<file path="config.mk">
export PLATFORM = sky130hd
export DESIGN_NAME = dac_ch_scheduler_flat
export DESIGN_NICKNAME = d
export VERILOG_FILES = /design/src/rtl/dac_pkg.sv /design/src/rtl/dac_ch_scheduler_if.sv /design/src/rtl/sync_bit.sv /design/src/rtl/dac_ch_scheduler.sv /design/src/flat_wrapper.sv
export SDC_FILE = /design/constraint.sdc
export NUM_CORES = 1
export LEC_CHECK = 0
export ABC_AREA = 1
export BUFFER_PORTS_ARGS = -buffer_cell sky130_fd_sc_hd__buf_4
export CAP_MARGIN = 20
export CORE_ASPECT_RATIO = 0.8
export CORE_UTILIZATION = 60
export CTS_BUF_LIST = sky130_fd_sc_hd__clkbuf_4
export DETAILED_ROUTE_END_ITERATION = 8
export GPL_ROUTABILITY_DRIVEN = 1
export PLACE_DENSITY = 0.79
export RECOVER_POWER = 100
export REMOVE_ABC_BUFFERS = 1
export SLEW_MARGIN = 20
export SYNTH_ARGS = -nofsm -noshare
export SYNTH_HDL_FRONTEND = slang
export SYNTH_SLANG_ARGS = --single-unit
</file>
<file path="constraint.sdc">
create_clock -name OPB_CLK -period 3.6 [get_ports OPB_CLK]
set_input_delay 0.36 -clock OPB_CLK [delete_from_list [all_inputs] [get_ports OPB_CLK]]
set_output_delay 0.36 -clock OPB_CLK [all_outputs]
set_load 0.01 [all_outputs]
</file>
<file path="src/rtl/dac_pkg.sv">
// Shared definitions for the DAC channel scheduler: channel count, bus widths,
// FSM state encoding and the round-robin channel picker.
package dac_pkg;

  localparam int N_CH   = 8;
  localparam int ADDR_W = 3;
  localparam int DATA_W = 8;

  typedef enum logic [1:0] {
    ST_IDLE    = 2'd0,
    ST_ISSUE   = 2'd1,
    ST_RELEASE = 2'd2
  } state_e;

  // First set bit of pend at or after ptr, wrapping N_CH-1 -> 0.
  // Scanning from the farthest offset down lets the nearest hit win.
  function automatic logic [ADDR_W-1:0] rr_pick(input logic [N_CH-1:0]   pend,
                                                input logic [ADDR_W-1:0] ptr);
    logic [ADDR_W-1:0] idx;
    rr_pick = ptr;
    for (int i = N_CH - 1; i >= 0; i--) begin
      idx = ptr + ADDR_W'(i);
      if (pend[idx]) rr_pick = idx;
    end
  endfunction

endpackage

</file>
<file path="src/rtl/dac_ch_scheduler_if.sv">
// Host/serializer bus of the DAC channel scheduler.
//   slave  : the scheduler (inputs: setpoint writes, control, DAC_DONE;
//            outputs: DAC request, status)
//   master : the host / serializer side driving the scheduler
interface dac_ch_scheduler_if;
  import dac_pkg::*;

  logic              WR_EN;
  logic [ADDR_W-1:0] WR_CH;
  logic [DATA_W-1:0] WR_DATA;
  logic              FORCE_ALL;
  logic              ENABLE;
  logic              DAC_TRIG;
  logic [ADDR_W-1:0] DAC_ADDR;
  logic [DATA_W-1:0] DAC_DATA;
  logic              DAC_DONE;
  logic              BUSY;
  logic [N_CH-1:0]   PENDING;
  logic              ERR_TIMEOUT;
  logic              ERR_CLR;

  modport slave (
    input  WR_EN, WR_CH, WR_DATA, FORCE_ALL, ENABLE, DAC_DONE, ERR_CLR,
    output DAC_TRIG, DAC_ADDR, DAC_DATA, BUSY, PENDING, ERR_TIMEOUT
  );

  modport master (
    output WR_EN, WR_CH, WR_DATA, FORCE_ALL, ENABLE, DAC_DONE, ERR_CLR,
    input  DAC_TRIG, DAC_ADDR, DAC_DATA, BUSY, PENDING, ERR_TIMEOUT
  );

endinterface

</file>
<file path="src/rtl/sync_bit.sv">
// Single-bit multi-flop synchronizer for a level crossing into clk_i.
//   clk_i   destination clock
//   rst_n_i asynchronous active-low reset, clears every stage
//   d_i     asynchronous input level
//   q_o     synchronized level, STAGES cycles later
module sync_bit #(
  parameter int STAGES = 2
) (
  input  logic clk_i,
  input  logic rst_n_i,
  input  logic d_i,
  output logic q_o
);

  logic [STAGES-1:0] sync_q;

  always_ff @(posedge clk_i or negedge rst_n_i) begin
    if (!rst_n_i) begin
      sync_q <= '0;
    end else begin
      sync_q[0] <= d_i;
      for (int i = 1; i < STAGES; i++) sync_q[i] <= sync_q[i-1];
    end
  end

  assign q_o = sync_q[STAGES-1];

endmodule

</file>
<file path="src/rtl/dac_ch_scheduler.sv">
// DAC channel scheduler: eight shadow setpoints with dirty flags, sent one at a
// time to a downstream serializer through a TRIG/DONE four-phase handshake,
// round-robin across dirty channels, with a handshake timeout.
//   OPB_CLK, OPB_RST_N  clock, asynchronous active-low reset
//   bus (slave)         WR_* setpoint write, FORCE_ALL, ENABLE, ERR_CLR in;
//                       DAC_TRIG/ADDR/DATA out, DAC_DONE in (async);
//                       BUSY, PENDING, ERR_TIMEOUT status out
//
// state      | meaning
// -----------+------------------------------------------------------------
// ST_IDLE    | no transfer; picks next dirty channel when enabled
// ST_ISSUE   | DAC_TRIG high, ADDR/DATA held, waiting for done_s=1
// ST_RELEASE | DAC_TRIG low, waiting for done_s=0
module dac_ch_scheduler
  import dac_pkg::*;
#(
  parameter int TIMEOUT_CYCLES = 4096,
  parameter int SYNC_STAGES    = 2
) (
  input  logic               OPB_CLK,
  input  logic               OPB_RST_N,
  dac_ch_scheduler_if.slave  bus
);

  localparam int                WAIT_W   = $clog2(TIMEOUT_CYCLES + 1);
  // Down-counter reloaded on every state entry; terminal count is zero.
  localparam logic [WAIT_W-1:0] WAIT_LD  = WAIT_W'(TIMEOUT_CYCLES - 1);

  state_e              state_q, state_d;
  logic [DATA_W-1:0]   shadow_q [N_CH];
  logic [N_CH-1:0]     pending_q, pending_d;
  logic [ADDR_W-1:0]   addr_q, addr_d;
  logic [DATA_W-1:0]   data_q, data_d;
  logic                trig_q, trig_d;
  logic [ADDR_W-1:0]   rr_q, rr_d;
  logic [WAIT_W-1:0]   wait_q, wait_d;
  logic                err_q, err_d;

  logic                done_s;
  logic                timeout;
  logic [ADDR_W-1:0]   pick;
  logic [N_CH-1:0]     clr_mask, set_mask, wr_mask;

  sync_bit #(.STAGES(SYNC_STAGES)) u_sync_done (
    .clk_i   (OPB_CLK),
    .rst_n_i (OPB_RST_N),
    .d_i     (bus.DAC_DONE),
    .q_o     (done_s)
  );

  always_ff @(posedge OPB_CLK or negedge OPB_RST_N) begin
    if (!OPB_RST_N) begin
      for (int i = 0; i < N_CH; i++) shadow_q[i] <= '0;
    end else if (bus.WR_EN) begin
      shadow_q[bus.WR_CH] <= bus.WR_DATA;
    end
  end

  always_comb begin
    state_d  = state_q;
    addr_d   = addr_q;
    data_d   = data_q;
    trig_d   = trig_q;
    rr_d     = rr_q;
    wait_d   = wait_q;
    timeout  = 1'b0;
    clr_mask = '0;
    set_mask = '0;
    wr_mask  = '0;
    pick     = rr_pick(pending_q, rr_q);

    case (state_q)
      ST_IDLE: begin
        wait_d = WAIT_LD;
        if (bus.ENABLE && (pending_q != '0) && !done_s) begin
          addr_d         = pick;
          data_d         = shadow_q[pick];
          clr_mask[pick] = 1'b1;
          trig_d         = 1'b1;
          state_d        = ST_ISSUE;
        end
      end
      ST_ISSUE: begin
        if (done_s) begin
          trig_d  = 1'b0;
          rr_d    = addr_q + 1'b1;
          wait_d  = WAIT_LD;
          state_d = ST_RELEASE;
        end else if (wait_q == '0) begin
          timeout          = 1'b1;
          set_mask[addr_q] = 1'b1;
          trig_d           = 1'b0;
          wait_d           = WAIT_LD;
          state_d          = ST_RELEASE;
        end else begin
          wait_d = wait_q - 1'b1;
        end
      end
      ST_RELEASE: begin
        if (!done_s) begin
          wait_d  = WAIT_LD;
          state_d = ST_IDLE;
        end else if (wait_q == '0) begin
          timeout          = 1'b1;
          set_mask[addr_q] = 1'b1;
          wait_d           = WAIT_LD;
          state_d          = ST_IDLE;
        end else begin
          wait_d = wait_q - 1'b1;
        end
      end
      default: begin
        trig_d  = 1'b0;
        state_d = ST_IDLE;
      end
    endcase

    wr_mask[bus.WR_CH] = bus.WR_EN;
    // Sets are OR-ed in after the capture clear so a same-edge set survives.
    pending_d = (pending_q & ~clr_mask) | set_mask | wr_mask | {N_CH{bus.FORCE_ALL}};
    err_d     = timeout | (err_q & ~bus.ERR_CLR);
  end

  always_ff @(posedge OPB_CLK or negedge OPB_RST_N) begin
    if (!OPB_RST_N) begin
      state_q   <= ST_IDLE;
      pending_q <= '0;
      addr_q    <= '0;
      data_q    <= '0;
      trig_q    <= 1'b0;
      rr_q      <= '0;
      wait_q    <= '0;
      err_q     <= 1'b0;
    end else begin
      state_q   <= state_d;
      pending_q <= pending_d;
      addr_q    <= addr_d;
      data_q    <= data_d;
      trig_q    <= trig_d;
      rr_q      <= rr_d;
      wait_q    <= wait_d;
      err_q     <= err_d;
    end
  end

  assign bus.DAC_TRIG    = trig_q;
  assign bus.DAC_ADDR    = addr_q;
  assign bus.DAC_DATA    = data_q;
  assign bus.BUSY        = (state_q != ST_IDLE);
  assign bus.PENDING     = pending_q;
  assign bus.ERR_TIMEOUT = err_q;

endmodule

</file>
<file path="src/flat_wrapper.sv">
// flat-port wrapper written by rule: the top's interface ports become plain ports
module dac_ch_scheduler_flat import dac_pkg::*;
#(
  parameter int TIMEOUT_CYCLES = 4096,
  parameter int SYNC_STAGES    = 2
)
  (OPB_CLK, OPB_RST_N, bus_WR_EN, bus_WR_CH, bus_WR_DATA, bus_FORCE_ALL, bus_ENABLE, bus_DAC_DONE, bus_ERR_CLR, bus_DAC_TRIG, bus_DAC_ADDR, bus_DAC_DATA, bus_BUSY, bus_PENDING, bus_ERR_TIMEOUT);
  dac_ch_scheduler_if bus_i ();
  input  logic OPB_CLK;
  input  logic OPB_RST_N;
  input wire logic [$bits(bus_i.WR_EN)-1:0] bus_WR_EN;
  input wire logic [$bits(bus_i.WR_CH)-1:0] bus_WR_CH;
  input wire logic [$bits(bus_i.WR_DATA)-1:0] bus_WR_DATA;
  input wire logic [$bits(bus_i.FORCE_ALL)-1:0] bus_FORCE_ALL;
  input wire logic [$bits(bus_i.ENABLE)-1:0] bus_ENABLE;
  input wire logic [$bits(bus_i.DAC_DONE)-1:0] bus_DAC_DONE;
  input wire logic [$bits(bus_i.ERR_CLR)-1:0] bus_ERR_CLR;
  output wire logic [$bits(bus_i.DAC_TRIG)-1:0] bus_DAC_TRIG;
  output wire logic [$bits(bus_i.DAC_ADDR)-1:0] bus_DAC_ADDR;
  output wire logic [$bits(bus_i.DAC_DATA)-1:0] bus_DAC_DATA;
  output wire logic [$bits(bus_i.BUSY)-1:0] bus_BUSY;
  output wire logic [$bits(bus_i.PENDING)-1:0] bus_PENDING;
  output wire logic [$bits(bus_i.ERR_TIMEOUT)-1:0] bus_ERR_TIMEOUT;
  assign bus_i.WR_EN = bus_WR_EN;
  assign bus_i.WR_CH = bus_WR_CH;
  assign bus_i.WR_DATA = bus_WR_DATA;
  assign bus_i.FORCE_ALL = bus_FORCE_ALL;
  assign bus_i.ENABLE = bus_ENABLE;
  assign bus_i.DAC_DONE = bus_DAC_DONE;
  assign bus_i.ERR_CLR = bus_ERR_CLR;
  assign bus_DAC_TRIG = bus_i.DAC_TRIG;
  assign bus_DAC_ADDR = bus_i.DAC_ADDR;
  assign bus_DAC_DATA = bus_i.DAC_DATA;
  assign bus_BUSY = bus_i.BUSY;
  assign bus_PENDING = bus_i.PENDING;
  assign bus_ERR_TIMEOUT = bus_i.ERR_TIMEOUT;
  dac_ch_scheduler #(.TIMEOUT_CYCLES(TIMEOUT_CYCLES), .SYNC_STAGES(SYNC_STAGES)) u_core (.OPB_CLK(OPB_CLK), .OPB_RST_N(OPB_RST_N), .bus(bus_i));
endmodule
</file>
## After elaboration in Yosys (flattened, before gate mapping)

Index checks and enable logic that the tools add are counted.

| storage, ports and cells | value |
|---|---|
| flip-flop bits (word level) | 105 |
| bits of input ports | 18 |
| logic and storage cells | 136 |

| cells by class | value |
|---|---|
| $add $sub $neg | 9 |
| order comparisons | 17 |
| equal/unequal tests | 5 |
| mux-type cells | 60 |
| bitwise logic cells | 12 |
| reduce and logical (&&, ||, !) cells | 16 |

Operator list:

| operator | count |
|---|---|
| 64-bit bitwise mux | 1 |
| 8-bit two-way mux | 8 |
| 3-bit by 4-bit less-than comparator with 1-bit output (second input constant) | 11 |
| 13-bit two-way mux | 3 |
| 13-bit one-hot mux with 3 select lines | 1 |
| 1-bit binary-select mux with 3-bit select | 8 |
| 8-bit binary-select mux with 3-bit select | 1 |
| 8-bit demux with 3-bit select | 1 |
| 3-bit two-way mux | 8 |
| 8-bit bitwise OR | 3 |
| 1-bit two-way mux | 17 |
| 8-bit bitwise AND | 2 |
| 8-bit one-hot mux with 2 select lines | 1 |
| 13-bit logical NOT | 1 |
| 13-bit by 1-bit subtractor with 13-bit output (second input constant) | 1 |
| 3-bit adder (second input constant) | 4 |
| 2-bit two-way mux | 5 |
| 1-bit demux with 3-bit select | 3 |
| 3-bit by 1-bit >= comparator with 1-bit output (second input constant) | 3 |
| 4-bit >= comparator (second input constant) | 2 |
| 3-bit inverter with 4-bit output | 2 |
| 8-bit inverter | 1 |
| 8-bit nonzero test | 1 |
| 3-bit by 1-bit adder with 3-bit output (second input constant) | 2 |
| 19 further kinds | 29 |

## Logic depth before layout (Yosys ltp)

Gate-level depths: netlist (run 1).

| logic depth | value |
|---|---|
| word-level depth | 22 |
| gate-level depth with buffers | 26 |

## Cells and area by module

Synthesis (run 1) repeated with hierarchy kept, for this count alone.

| unflattened totals | value |
|---|---|
| cells, all modules | 771 |
| area total of the unflattened synthesis | 5856.9 um^2 |

By module, submodules not included:

| module | times used | cells an instance | area each (um^2) | seq. area each (um^2) |
|---|---|---|---|---|
| dac_ch_scheduler | 1 | 769 | 5806.8 | 2577.5 |
| sync_bit | 1 | 2 | 50.0 | 50.0 |

## Least setup slack after synthesis (run 1)

Ideal clock, no wire load.

| path | value |
|---|---|
| path kind | reg-to-reg |
| start point | register u_core.rr_q[0] |
| end point | register u_core.pending_q[6], in the netlist u_core.bus.PENDING[6] |
| library setup time | 0.137 ns |
| arrival | 2.347 ns |
| path slack | 1.116 ns |
| stages on the path, launching flop included | 21 |
| buffers on the path | 2 |
| period minus slack after synthesis | 2.484 ns |
| cell sequence | dfrtp_1 > inv_1 > buf_6 > ha_1 > inv_1 > nand3_1 > nand3_1 > nand2_1 > a21oi_1 > nand2_1 > nand2_1 > nand2_1 > nand2_1 > nand2_1 > nand2_1 > nand2_1 > nand2_2 > buf_4 > nand2_1 > o21ai_1 > nand4_1 |

| on the way | value |
|---|---|
| word-level cells in the longest chain between the ends | 22 |

Ends and longest elaborated chain:

| element | RTL line | source |
|---|---|---|
| from (decl) | dac_ch_scheduler.sv:35 | `logic [ADDR_W-1:0] rr_q, rr_d;` |
| from (signal assigned) | dac_ch_scheduler.sv:140 | `rr_q <= rr_d;` |
| 3-bit adder | dac_pkg.sv:22 | `idx = ptr + ADDR_W'(i);` |
| 1-bit binary-select mux with 3-bit select | dac_pkg.sv:23 | `if (pend[idx]) rr_pick = idx;` |
| 1-bit two-way mux (implied by the code) | dac_pkg.sv:23 |  |
| 3-bit two-way mux (7 in series) | dac_pkg.sv:23 |  |
| 3-bit two-way mux * | dac_pkg.sv:23 |  |
| 3-bit by 4-bit less-than comparator with 1-bit output (implied by the code) or 3-bit by 1-bit >= comparator with 1-bit output (tied branches) | dac_ch_scheduler.sv:78 | `clr_mask[pick] = 1'b1;` |
| 1-bit logical AND (implied by the code) | dac_ch_scheduler.sv:78 |  |
| 1-bit two-way mux (implied by the code) | dac_ch_scheduler.sv:78 |  |
| 1-bit demux with 3-bit select * | - |  |
| 8-bit two-way mux * | dac_ch_scheduler.sv:75 | `if (bus.ENABLE && (pending_q != '0) && !done_s) begin` |
| 8-bit two-way mux * | dac_ch_scheduler.sv:72 | `case (state_q)` |
| 8-bit inverter * | dac_ch_scheduler.sv:120 | `pending_d = (pending_q & ~clr_mask) \| set_mask \| wr_mask \| {N_CH{bus.FORCE_ALL}};` |
| 8-bit bitwise AND * | dac_ch_scheduler.sv:120 |  |
| 8-bit bitwise OR * (3 in series) | dac_ch_scheduler.sv:120 |  |
| via u_core.pending_d[6] | dac_ch_scheduler.sv:31 | `logic [N_CH-1:0] pending_q, pending_d;` |
| to (signal assigned) | dac_ch_scheduler.sv:136 | `pending_q <= pending_d;` |
| to (decl) | dac_ch_scheduler.sv:31 |  |

Mark *: on every way through the listed nets, which the timed path passes. The rest lies on a longest branch. The select of a mux whose other input is x is not followed.
A chain may end at the register's enable or synchronous reset.

## Final worst setup path (run 1)

| path | value |
|---|---|
| start point | register u_core.rr_q[1] |
| end point | register u_core.data_q[4], in the netlist u_core.bus.DAC_DATA[4] |

| on the way | value |
|---|---|
| word-level cells in the longest chain between the ends | 15 |

Ends and longest elaborated chain:

| element | RTL line | source |
|---|---|---|
| 3-bit adder | dac_pkg.sv:22 |  |
| 1-bit binary-select mux with 3-bit select | dac_pkg.sv:23 |  |
| 1-bit two-way mux (implied by the code) | dac_pkg.sv:23 |  |
| 3-bit two-way mux (7 in series) | dac_pkg.sv:23 |  |
| 3-bit two-way mux * | dac_pkg.sv:23 |  |
| 3-bit inverter with 4-bit output (implied by the code) * | dac_ch_scheduler.sv:77 | `data_d = shadow_q[pick];` |
| 8-bit binary-select mux with 3-bit select * | dac_ch_scheduler.sv:77 |  |
| 8-bit two-way mux (implied by the code) * (2 in series) | dac_ch_scheduler.sv:77 |  |
| to (signal assigned) | dac_ch_scheduler.sv:138 | `data_q <= data_d;` |
| to (decl) | dac_ch_scheduler.sv:33 | `logic [DATA_W-1:0] data_q, data_d;` |

Mark *: on every way between the ends. The rest lies on a longest branch, timed or not. The select of a mux whose other input is x is not followed.

==> summary.txt, run 1 <==
Status - finished with violations
Failing checks - max-capacitance violations, max-slew violations
Hold WC Path Type - in -> reg
Placed Cells - 927
Htree depth - 3
Post-synthesis sequential area ratio - 0.448
MaxCap Viol Count - 1
Iteration-0 DRC Markers - 625
Clk_skew - 0.0238 ns
Most common cell after layout, fill and taps aside - nand2_1
CTS Sinks - 105
Crit end category - flip-flop
Clock latency on the worst-skew pair - 0.48 ns
Pre-CTS WS - 0.303 ns
Vias per std cell - 5.84
Yosys reg bits - 105
Critical Path Start Type - flip-flop
R2R Path Start - u_core.rr_q[1]
Root Buffer - clkbuf_4
Share of cells above drive strength 1 - 0.0795
Starting Density - 0.633
Warnings, synthesis - 0
Tcrit/Tclk final - 0.919
Die W - 113 um
Worst Tran Pin Value - 1.57 ns
CTS tree - built
Power per cell area - 1030 nW/um2
Post-Layout Cell Count - 945
Worst hold path endpoint - u_core.bus.ERR_TIMEOUT
Setup WS post-layout - 0.291 ns
Synth cell types - 30
Syn Area/Cell - 7.43 um2
Crit path DAT - 3.69 ns
Synthesized cell area - 5870 um2
Most frequent cells in the layout - 269 x nand2_1, 104 x dfrtp_1, 99 x nand3_1, 77 x o21ai_0, 74 x inv_1
Area delta synth->final - 6.80%
Vias in the first global route - 5210
Hold WS - 0.0519 ns
Post-DP HPWL - 10900 um
Largest net degree at the start of global routing - 63
Layout Nets - 851
Setup TNS - 0 ns
Antenna Cells - 0
Max clock buf depth - 2
Unrepaired setup endpoints after global routing - false
Remaining Overflow, GRT - 0
Fmax - 0.302 GHz
Main area contributors after synthesis - dfrtp_1 45%, nand2_1 17%, nand3_1 8.4%
Worst reg-to-reg path cell count - 21
Worst Path Required - 3.98 ns
First-pass GRT wire length - 25600 um
GPL Wtd Cong - 0.889
Post-layout min period - 3.31 ns
Mapped Cells - 790
Fin. max-slew vios - 63
LEAKAGE - 0.00318 uW
Die area - 10200 um2
Vias - 5516
Worst vdd ir - 0.428 mV
Hold-critical path depth - 2
Core Box Area - 9270 um2
Crit Path Category - reg -> reg
Rows - 31
Inserted Clock Buffers - 9
Critical-path maximum fanout - 24
Fin. Hold Viols - 0
Hold Startpoint - bus_ERR_CLR
Final Util - 0.676
Height of the die - 90.5 um
DRC viols - 0
R2R setup slack - 0.29 ns
WL final - 15400 um
Initial antenna violation count - 0
Clock Pin Slew Worst Setup and Hold Paths - 0.16 ns
Port buffer count - 39
Gr usage total - 0.319
Endpoints failing setup - 0
Number of top-level pins - 40
Rel. slew slack - -0.0472
Reg-to-Reg End - u_core.bus.DAC_DATA[4]
Final ANT Viol Nets - 0
DRT Pass-1 Iters - 5
Yosys top cell area share - 0.448
Mean routed wirelength per cell - 16.3 um
Yosys top cell by area - dfrtp_1
==> per-stage QoR <==
step,total power [uW],instance area (um2)
floorplan,4630,5700
global placement,5690,6200
detailed placement,5770,6210
CTS,6430,6390
global route,7000,6270
finish,6430,6270
==> critical path, cell delays in order (launching register included) <==
cell	delay, ns
dfrtp_2	0.53
inv_4	0.10
ha_1	0.43
inv_1	0.19
nand3_1	0.15
nand3_1	0.12
nand2_1	0.15
inv_1	0.05
nand2_1	0.07
nand2_1	0.05
nand2_1	0.06
nand2_2	0.06
nand2_4	0.09
nand2_4	0.07
nand2_4	0.27
nand2_1	0.30
nand2_1	0.16
nand3_1	0.08
nand3_1	0.09
nand2_1	0.05
nand2_1	0.07
nand2_1	0.06
==> cell families (layout without fill, tap and decap cells) <==
kind of cell               Yosys count  in the layout  share of synthesized area
and+or+nand+nor                    452            452                      0.346
AOI/OAI and AO/OA                  114            114                      0.100
adders and majority gates            8              8                     0.0171
buffers and inverters              105            145                     0.0806
xor gates and xnor gates             6              6                    0.00895
DFF                                105            105                      0.448
==> layout make-up <==
class                      count  area (um2)
tap                          115         144
inverter                      79         299
timing repair buffer          50         277
multi-input combinational    580        2770
clock inverter                 7        88.8
clock buffer                   9        67.6
sequential                   105        2630
fill                         814        3000
==> layer usage <==
metal | global-route usage | share of wire | vias up
met5 | 0 | 0 | -
met4 | 0.0978 | 0.018 | 0
met3 | 0.0577 | 0.081 | 29
met2 | 0.507 | 0.45 | 263
met1 | 0.448 | 0.45 | 2573
li1 | - | - | 2651
==> sequential cells by signal, indices dropped and copies added, names as in the netlist <==
| name | flops |
|---|---|
| u_core.rr_q | 3 |
| u_core.bus.PENDING | 8 |
| u_core.wait_q | 13 |
| u_core.shadow_q | 64 |
| u_core.u_sync_done.sync_q | 2 |
| u_core.bus.DAC_DATA | 8 |
| u_core.bus.DAC_ADDR | 3 |
| u_core.state_q | 2 |
| u_core.bus.DAC_TRIG | 1 |
| u_core.bus.ERR_TIMEOUT | 1 |
==> where the power goes <==
part	switching (uW)	leakage [uW]	internal, uW
combinational	2790	0.00184	1250
clock	431	0.0000852	227
sequential	260	0.00125	1470
total	3480	0.00318	2950
==> cell usage after synthesis <==
cell        n
ha_1        8
nor2_1     34
buf_1       1
o221ai_1    1
o21ai_0    75
nand3_1    99
xnor2_1     1
nor3_1      7
nand2_1   267
o211ai_1    1
clkinv_1    1
a21oi_1    27
dfrtp_1   105
buf_2       4
buf_4       5
nand3b_1    1
inv_2       3
nand3_2    15
inv_1      74
o21ai_1     6
nand4_1    14
nand2_4     4
buf_6       7
a22oi_1     4
nand2_2     6
nand3_4     1
inv_4       1
xor2_1      5
nor4_1      4
clkbuf_1    9
==> repair_timing <==
item	CTS	global route
hold endpoints to repair	61	0
endpoints found under the setup margin	0	3
resized for setup	0	1
buffers inserted	0	0
hold buffers	2	0
==> worst max-delay path by stage <==
stage	start	end	cells past startpoint
4_1_cts	u_core.rr_q[1]	u_core.bus.PENDING[0]	17
5_1_grt	u_core.rr_q[1]	u_core.bus.DAC_DATA[0]	21
2_1_floorplan	u_core.rr_q[0]	u_core.bus.PENDING[1]	17
6_report	u_core.rr_q[1]	u_core.bus.DAC_DATA[4]	21
3_5_place_dp	u_core.rr_q[1]	u_core.bus.PENDING[0]	17
3_3_place_gp	u_core.rr_q[1]	u_core.bus.PENDING[0]	17
Note: power is estimated with default switching activity, not from simulation.
==> inputs of run 2 (changes only) <==
--- a/config.mk
+++ b/config.mk
@@ -8,7 +8,7 @@
 export ABC_AREA = 1
 export BUFFER_PORTS_ARGS = -buffer_cell sky130_fd_sc_hd__buf_4
 export CAP_MARGIN = 20
-export CORE_ASPECT_RATIO = 0.8
+export CORE_ASPECT_RATIO = 1.4
 export CORE_UTILIZATION = 60
 export CTS_BUF_LIST = sky130_fd_sc_hd__clkbuf_4
 export DETAILED_ROUTE_END_ITERATION = 8
==> run 2 against run 1 <==
Compared with the run above: the flow still finishes with violations (max-capacitance violations, max-slew violations); sequential power hardly changed; clock skew is 0.010 ns lower; cell count is 0.85% lower; wire length is 0.87% lower; die area hardly changed; critical path depth is 1 lower; via count is 0.51% higher; sequential share of layout area is 0.33 points higher; register-to-register slack better by 0.05 ns; global-route usage is 0.091 points higher; design area is 0.84% lower; setup slack better by 0.046 ns; largest power group unchanged.
==> summary.txt, run 2 (synthesis results as in run 1) <==
First-pass GRT wire length - 25500 um (-0.38%)
Htree depth - 3 (unchanged)
Area delta synth->final - 5.90%
Post-CTS resize count - 0 (unchanged)
Fmax - 0.307 GHz (+1.4%)
Final ANT Viol Nets - 0 (unchanged)
Die area - 10200 um2 (about the same)
DRT Pass-1 Iters - 5 (unchanged)
Post-DP HPWL - 10900 um (+0.71%)
Gr usage total - 0.320 (+0.000906)
WL final - 15300 um (-0.87%)
Worst vdd ir - 0.539 mV (+26%)
Failing checks - max-capacitance violations, max-slew violations
Mean routed wirelength per cell - 16.3 um (about the same)
Global Route met3 Usage - 0.0416 (-0.0161)
Die W - 85.6 um (-24%)
Reg with most FFs - u_core.shadow_q
LEAKAGE - 0.00316 uW (-0.70%)
Layout Nets - 848 (-0.35%)
CP Cell Sequence - inv_4, ha_1, inv_1, nand3_1, nand3_1, nand2_1, inv_1, nand2_1, nand2_1, nand2_1, nand2_2, nand2_4, nand3_2, nand2_2, nand2_1, nand3_1, nand3_1, nand2_1, nand2_1, nand2_1
Clk_skew - 0.0137 ns (-0.0101 ns)
Share of cells above drive strength 1 - 0.0738 (-0.00576)
CTS tree - built
Met2 Use GR - 0.557 (+0.0493)
Total Power - 6390 uW (-0.62%)
Largest regs - u_core.shadow_q x64, u_core.wait_q x13
Most common cell after layout, fill and taps aside - nand2_1
Vias per std cell - 5.92 (+1.4%)
MaxCap Viol Count - 2 (+1)
Rel. slew slack - -0.321 (-0.274)
Worst Tran Pin Value - 1.97 ns (+0.395 ns)
Unrepaired setup endpoints after global routing - false
Fin. max-slew vios - 91 (+44%)
Critical Path Start Type - flip-flop
Critical-path maximum fanout - 19 (-21%)
Setup TNS - 0 ns (unchanged)
Root Buffer - clkbuf_4
Core Box Area - 9460 um2 (+2.0%)
Starting Density - 0.621 (-0.0126)
Initial antenna violation count - 0 (unchanged)
Antenna Cells - 0 (unchanged)
Fin. Hold Viols - 0 (unchanged)
Most used cell, CP - nand2_1
Internal power - 2930 uW (-0.67%)
Vias in the first global route - 5368 (+3.0%)
Rows - 42 (+35%)
Power per cell area - 1030 nW/um2 (+0.22%)
Net Sw Frac - 0.541 (about the same)
Port buffer count - 39 (unchanged)
Clock latency on the worst-skew pair - 0.47 ns (about the same)
Iteration-0 DRC Markers - 483 (-23%)
CTS Sinks - 105 (unchanged)
Post-layout min period - 3.26 ns (-0.0465 ns)
Worst reg-to-reg path cell count - 20 (-4.8%)
Layout fillers - 864 (+6.1%)
P_sw - 3460 uW (-0.58%)
Slowest stage delay, CP - 0.43 ns (-0.10 ns)
Vias - 5544 (+0.51%)
GR peak layer - met2
Status - finished with violations
Number of top-level pins - 40 (unchanged)
Combinational group share of total power - 0.634 (+0.006)
GPL Wtd Cong - 0.934 (+5.0%)
M1 GR Usage - 0.380 (-0.0680)
Clock Power Share - 0.098 (-0.004)
DRC viols - 0 (unchanged)
Tcrit/Tclk final - 0.906 (-0.0129)
Max clock buf depth - 2 (unchanged)
Inserted Clock Buffers - 9 (unchanged)
Hold WC Path Type - in -> reg
Crit path max-delay cell type - ha_1
Worst Path Required - 4.01 ns (+0.03 ns)
Clock Pin Slew Worst Setup and Hold Paths - 0.16 ns (about the same)
Crit Path Category - reg -> reg
Hold-critical path depth - 2 (unchanged)
Largest net degree at the start of global routing - 73 (+16%)
Flip-flop count of the largest register after layout - 64 (unchanged)
Crit end category - flip-flop
Crit path DAT - 3.68 ns (about the same)
Endpoints failing setup - 0 (unchanged)
Height of the die - 119 um (+32%)
Remaining Overflow, GRT - 0 (unchanged)
Most frequent cells in the layout - 269 x nand2_1, 105 x dfrtp_1, 100 x nand3_1, 78 x o21ai_0, 74 x inv_1
Reg power frac - 0.269 (about the same)
-- run 2: cell count changes in the layout (fill, tap and decap cells not counted), sizes merged --
| cell | before | now |
|---|---|---|
| buf | 18 | 16 |
| clkinv | 5 | 3 |
| clkbuf | 39 | 40 |
| clkinvlp | 0 | 1 |
| dlygate4sd3 | 2 | 1 |
-- run 2: stage by stage --
step,cell area [um2],std cells,setup slack [ns],hold WS (ns),utilization
after detailed placement,6180,920,0.390,0.374,0.654
after CTS,6330,937,0.352,0.00916,0.670
after global placement,6180,920,0.431,0.367,0.654
final,6220,937,0.337,0.0583,0.657
after floorplan,5700,764,0.411,0.0644,-
after global routing,6220,937,0.00305,0.0445,0.657
-- run 2: routing by layer --
| metal | vias up | share of wire |
|---|---|---|
| met5 | - | 0 |
| li1 | 2647 | - |
| met3 | 50 | 0.056 |
| met4 | 0 | 0.046 |
| met2 | 213 | 0.52 |
| met1 | 2634 | 0.38 |
-- run 2: final cells by class --
| type | count | area [um2] | area share |
|---|---|---|---|
| multi-input combinational | 580 | 2760 | 0.444 |
| sequential | 105 | 2630 | 0.423 |
| tap | 110 | 138 | 0.0221 |
| timing repair buffer | 47 | 253 | 0.0407 |
| inverter | 79 | 299 | 0.0481 |
| clock inverter | 6 | 65.1 | 0.0105 |
| clock buffer | 10 | 75.1 | 0.0121 |
-- run 2: timing repair --
action	4_1_cts	5_1_grt
hold endpoints to repair	1	0
hold buffers	1	0
buffers inserted	0	0
-- run 2: final timing paths --
| check | startpoint | endpoint | slack (ns) |
|---|---|---|---|
| hold / removal | bus_ERR_CLR | u_core.bus.ERR_TIMEOUT | 0.06 |
| max in group asynchronous | OPB_RST_N | u_core.bus.DAC_DATA[4] | 1.60 |
| min in group asynchronous | OPB_RST_N | u_core.wait_q[4] | 0.30 |
| setup / recovery | u_core.rr_q[1] | u_core.bus.DAC_DATA[0] | 0.34 |
| hold reg to reg | u_core.u_sync_done.sync_q[0] | u_core.u_sync_done.sync_q[1] | 0.40 |
| setup reg to reg | u_core.rr_q[1] | u_core.bus.DAC_DATA[0] | 0.34 |
-- run 2: power by group through the flow --
| stage | Clock [uW] | Combinational, uW | Sequential (uW) |
|---|---|---|---|
| 2_1_floorplan | 0 | 2910 | 1720 |
| 3_3_place_gp | 0 | 4020 | 1720 |
| 3_5_place_dp | 0 | 4080 | 1740 |
| 4_1_cts | 631 | 4100 | 1710 |
| 5_1_grt | 674 | 4530 | 1750 |
| 6_report | 626 | 4050 | 1720 |
-- run 2: critical path, delay by kind of cell, from the launching register on --
kind | cells | cell delay (ns)
and+or+nand+nor | 16 | 2.05
adders and majority gates | 1 | 0.43
DFF | 1 | 0.42
buffers and inverters | 3 | 0.31
==> inputs of run 3 (changes only) <==
--- a/config.mk
+++ b/config.mk
@@ -6,14 +6,14 @@
 export NUM_CORES = 1
 export LEC_CHECK = 0
 export ABC_AREA = 1
-export BUFFER_PORTS_ARGS = -buffer_cell sky130_fd_sc_hd__buf_4
+export BUFFER_PORTS_ARGS = -buffer_cell sky130_fd_sc_hd__buf_2
 export CAP_MARGIN = 20
 export CORE_ASPECT_RATIO = 1.4
 export CORE_UTILIZATION = 60
-export CTS_BUF_LIST = sky130_fd_sc_hd__clkbuf_4
+export CTS_BUF_LIST = sky130_fd_sc_hd__clkbuf_8
 export DETAILED_ROUTE_END_ITERATION = 8
 export GPL_ROUTABILITY_DRIVEN = 1
-export PLACE_DENSITY = 0.79
+export PLACE_DENSITY = 0.76
 export RECOVER_POWER = 100
 export REMOVE_ABC_BUFFERS = 1
 export SLEW_MARGIN = 20
==> run 3 against run 2 <==
Compared with the run above: the flow still finishes with violations (max-capacitance violations, max-slew violations); cell count down 0.21%; setup slack worse by 0.049 ns; critical endpoint is now u_core.bus.PENDING[3]; clock power up 32%; register-to-register slack worse by 0.05 ns; die area unchanged; global-route usage up 0.42 points; wire length up 1.1%; clock skew down 0.00086 ns; critical path depth down 3; critical path type unchanged.
==> summary.txt, run 3 (synthesis results as in run 1) <==
Worst vdd ir - 0.444 mV (-18%)
Hold WC Path Type - in -> reg
Largest net degree at the start of global routing - 89 (+22%)
Core Box Area - 9460 um2 (unchanged)
Crit Path Category - reg -> reg
Die W - 85.6 um (unchanged)
Hold-critical path depth - 1 (-1)
Slowest stage delay, CP - 0.53 ns (+0.10 ns)
R2R setup slack - 0.29 ns (-0.05 ns)
Final ANT Viol Nets - 0 (unchanged)
Failing checks - max-capacitance violations, max-slew violations
Port buffer count - 39 (unchanged)
Number of top-level pins - 40 (unchanged)
CTS Sinks - 105 (unchanged)
Setup TNS - 0 ns (unchanged)
DRC viols - 0 (unchanged)
Most frequent cells in the layout - 269 x nand2_1, 104 x dfrtp_1, 99 x nand3_1, 79 x o21ai_0, 74 x inv_1
Fin. max-slew vios - 107 (+18%)
Hold Startpoint - bus_DAC_DONE
Crit path DAT - 3.55 ns (-0.13 ns)
Inserted Clock Buffers - 9 (unchanged)
Post-Layout Cell Count - 935 (-0.21%)
WL final - 15500 um (+1.1%)
Vias per std cell - 5.81 (-1.8%)
Hold_buf cts - 0 (-1)
CP Cell Sequence - inv_4, ha_1, inv_1, nand3_1, nand3_1, nand2_1, inv_1, nand2_1, nand2_1, nand2_1, nand2_1, nand2_4, nand3_2, nand2_2, nand2_1, o21ai_0, nand4_1
Post-DP HPWL - 11000 um (+0.91%)
Crit path max-delay cell type - dfrtp_2
Htree depth - 3 (unchanged)
CTS tree - built
Layout fillers - 859 (-0.58%)
Post-place instance area - 6080 um2 (-1.7%)
Die area - 10200 um2 (unchanged)
Most used cell, CP - nand2_1
Post-layout min period - 3.31 ns (+0.0488 ns)
Unrepaired setup endpoints after global routing - false
Area delta synth->final - 6.63%
Critical-path maximum fanout - 14 (-5)
Clock latency on the worst-skew pair - 0.39 ns (-0.08 ns)
Gr usage total - 0.325 (+0.00422)
First-pass GRT wire length - 25400 um (-0.25%)
Worst hold path endpoint - u_core.u_sync_done.sync_q[0]
Tcrit/Tclk final - 0.920 (+0.0136)
Vias - 5434 (-2.0%)
R2R Path Start - u_core.rr_q[1]
MaxCap Viol Count - 2 (unchanged)
Worst Tran Pin Value - 2.14 ns (+0.177 ns)
Initial antenna violation count - 0 (unchanged)
Clock Pin Slew Worst Setup and Hold Paths - 0.10 ns (-0.06 ns)
Rel. slew slack - -0.429 (-0.108)
Vias in the first global route - 5260 (-2.0%)
Height of the die - 119 um (unchanged)
Max clock buf depth - 2 (unchanged)
Mean routed wirelength per cell - 16.5 um (+1.3%)
Antenna Cells - 0 (unchanged)
Clk_skew - 0.0129 ns (-0.000859 ns)
Power per cell area - 1050 nW/um2 (+2.6%)
Crit end category - flip-flop
Reg with most FFs - u_core.shadow_q
Layout Nets - 846 (-0.24%)
Final Util - 0.662 (+0.00450)
Worst reg-to-reg path cell count - 17 (-15%)
Root Buffer - clkbuf_8
GPL Wtd Cong - 0.874 (-6.4%)
Reg-to-Reg End - u_core.bus.PENDING[3]
Starting Density - 0.621 (unchanged)
Fin. Hold Viols - 0 (unchanged)
Fmax - 0.302 GHz (-1.5%)
Endpoints failing setup - 0 (unchanged)
Flip-flop count of the largest register after layout - 64 (unchanged)
Final instance area - 6260 um2 (+0.68%)
Iteration-0 DRC Markers - 414 (-14%)
Post-CTS Setup Repair Bufs - 0 (unchanged)
Worst Path Required - 3.84 ns (-0.17 ns)
DRT Pass-1 Iters - 5 (unchanged)
LEAKAGE - 0.00318 uW (+0.67%)
Placed Cells - 919 (-0.11%)
Critical Path Start Type - flip-flop
Most common cell after layout, fill and taps aside - nand2_1
Rows - 42 (unchanged)
Share of cells above drive strength 1 - 0.0788 (+0.00503)
Largest regs - u_core.shadow_q x64, u_core.wait_q x13
Remaining Overflow, GRT - 0 (unchanged)
Status - finished with violations
run 3: cell types whose count changed in the layout (fill, tap and decap cells not counted), moves of 2 or more:
cell	delta
buf_4	-12
buf_2	+14
clkbuf_4	-12
clkbuf_8	+9
clkinv_1	-2
run 3: routing by layer:
layer,vias up,part of all wire,global-route usage
met5,-,0,0
met4,0,0.026,0.121
met3,29,0.055,0.0464
met2,206,0.54,0.601
met1,2566,0.38,0.374
li1,2633,-,-
run 3: through the flow:
step	hold slack, ns	power, uW	setup slack (ns)
6_report	0.0705	6600	0.289
4_1_cts	0.0673	6600	0.239
2_1_floorplan	0.0644	4630	0.411
3_5_place_dp	0.370	5770	0.274
5_1_grt	0.0501	7160	0.0489
3_3_place_gp	0.371	5700	0.335
run 3: report_power, final:
group / internal [uW] / switching [uW] / total [uW] / leakage [uW]
combinational: 1240 / 2810 / 4040 / 0.00181
clock: 400 / 427 / 827 / 0.000112
sequential: 1480 / 256 / 1730 / 0.00125
total: 3110 / 3490 / 6600 / 0.00318
run 3: worst max-delay path, delay by kind of cell, from the launching register on:
family                   cells  cell delay (ns)
flip-flops                   1             0.53
adder cells (fa/ha/maj)      1             0.42
buffers and inverters        3             0.33
AO/OA/AOI/OAI                1             0.25
AND/OR/NAND/NOR             12             1.63
run 3: worst max path at each step:
stage	endpoint	slack (ns)	cells past startpoint	startpoint
final	u_core.bus.PENDING[3]	0.29	17	u_core.rr_q[1]
after global routing	u_core.bus.PENDING[3]	0.05	17	u_core.rr_q[1]
after CTS	u_core.bus.DAC_DATA[6]	0.24	21	u_core.rr_q[1]
after detailed placement	u_core.bus.DAC_DATA[6]	0.27	21	u_core.rr_q[1]
after global placement	u_core.bus.DAC_DATA[0]	0.33	20	u_core.rr_q[1]
after floorplan	u_core.bus.PENDING[1]	0.41	17	u_core.rr_q[0]
run 3: area by class of cell:
| class | instances | area [um2] | share of cell area |
|---|---|---|---|
| multi-input cells | 580 | 2770 | 0.442 |
| flip-flops and latches | 105 | 2630 | 0.420 |
| repair buffers | 45 | 204 | 0.0326 |
| inverters | 79 | 299 | 0.0478 |
| clock inverters | 7 | 101 | 0.0162 |
| clock buffers | 9 | 124 | 0.0198 |
| well taps | 110 | 138 | 0.0220 |
run 3: repair_timing:
action | 4_1_cts | 5_1_grt
hold endpoints to repair | 0 | 0
resized for setup | 0 | 1
setup endpoints to repair | 0 | 7
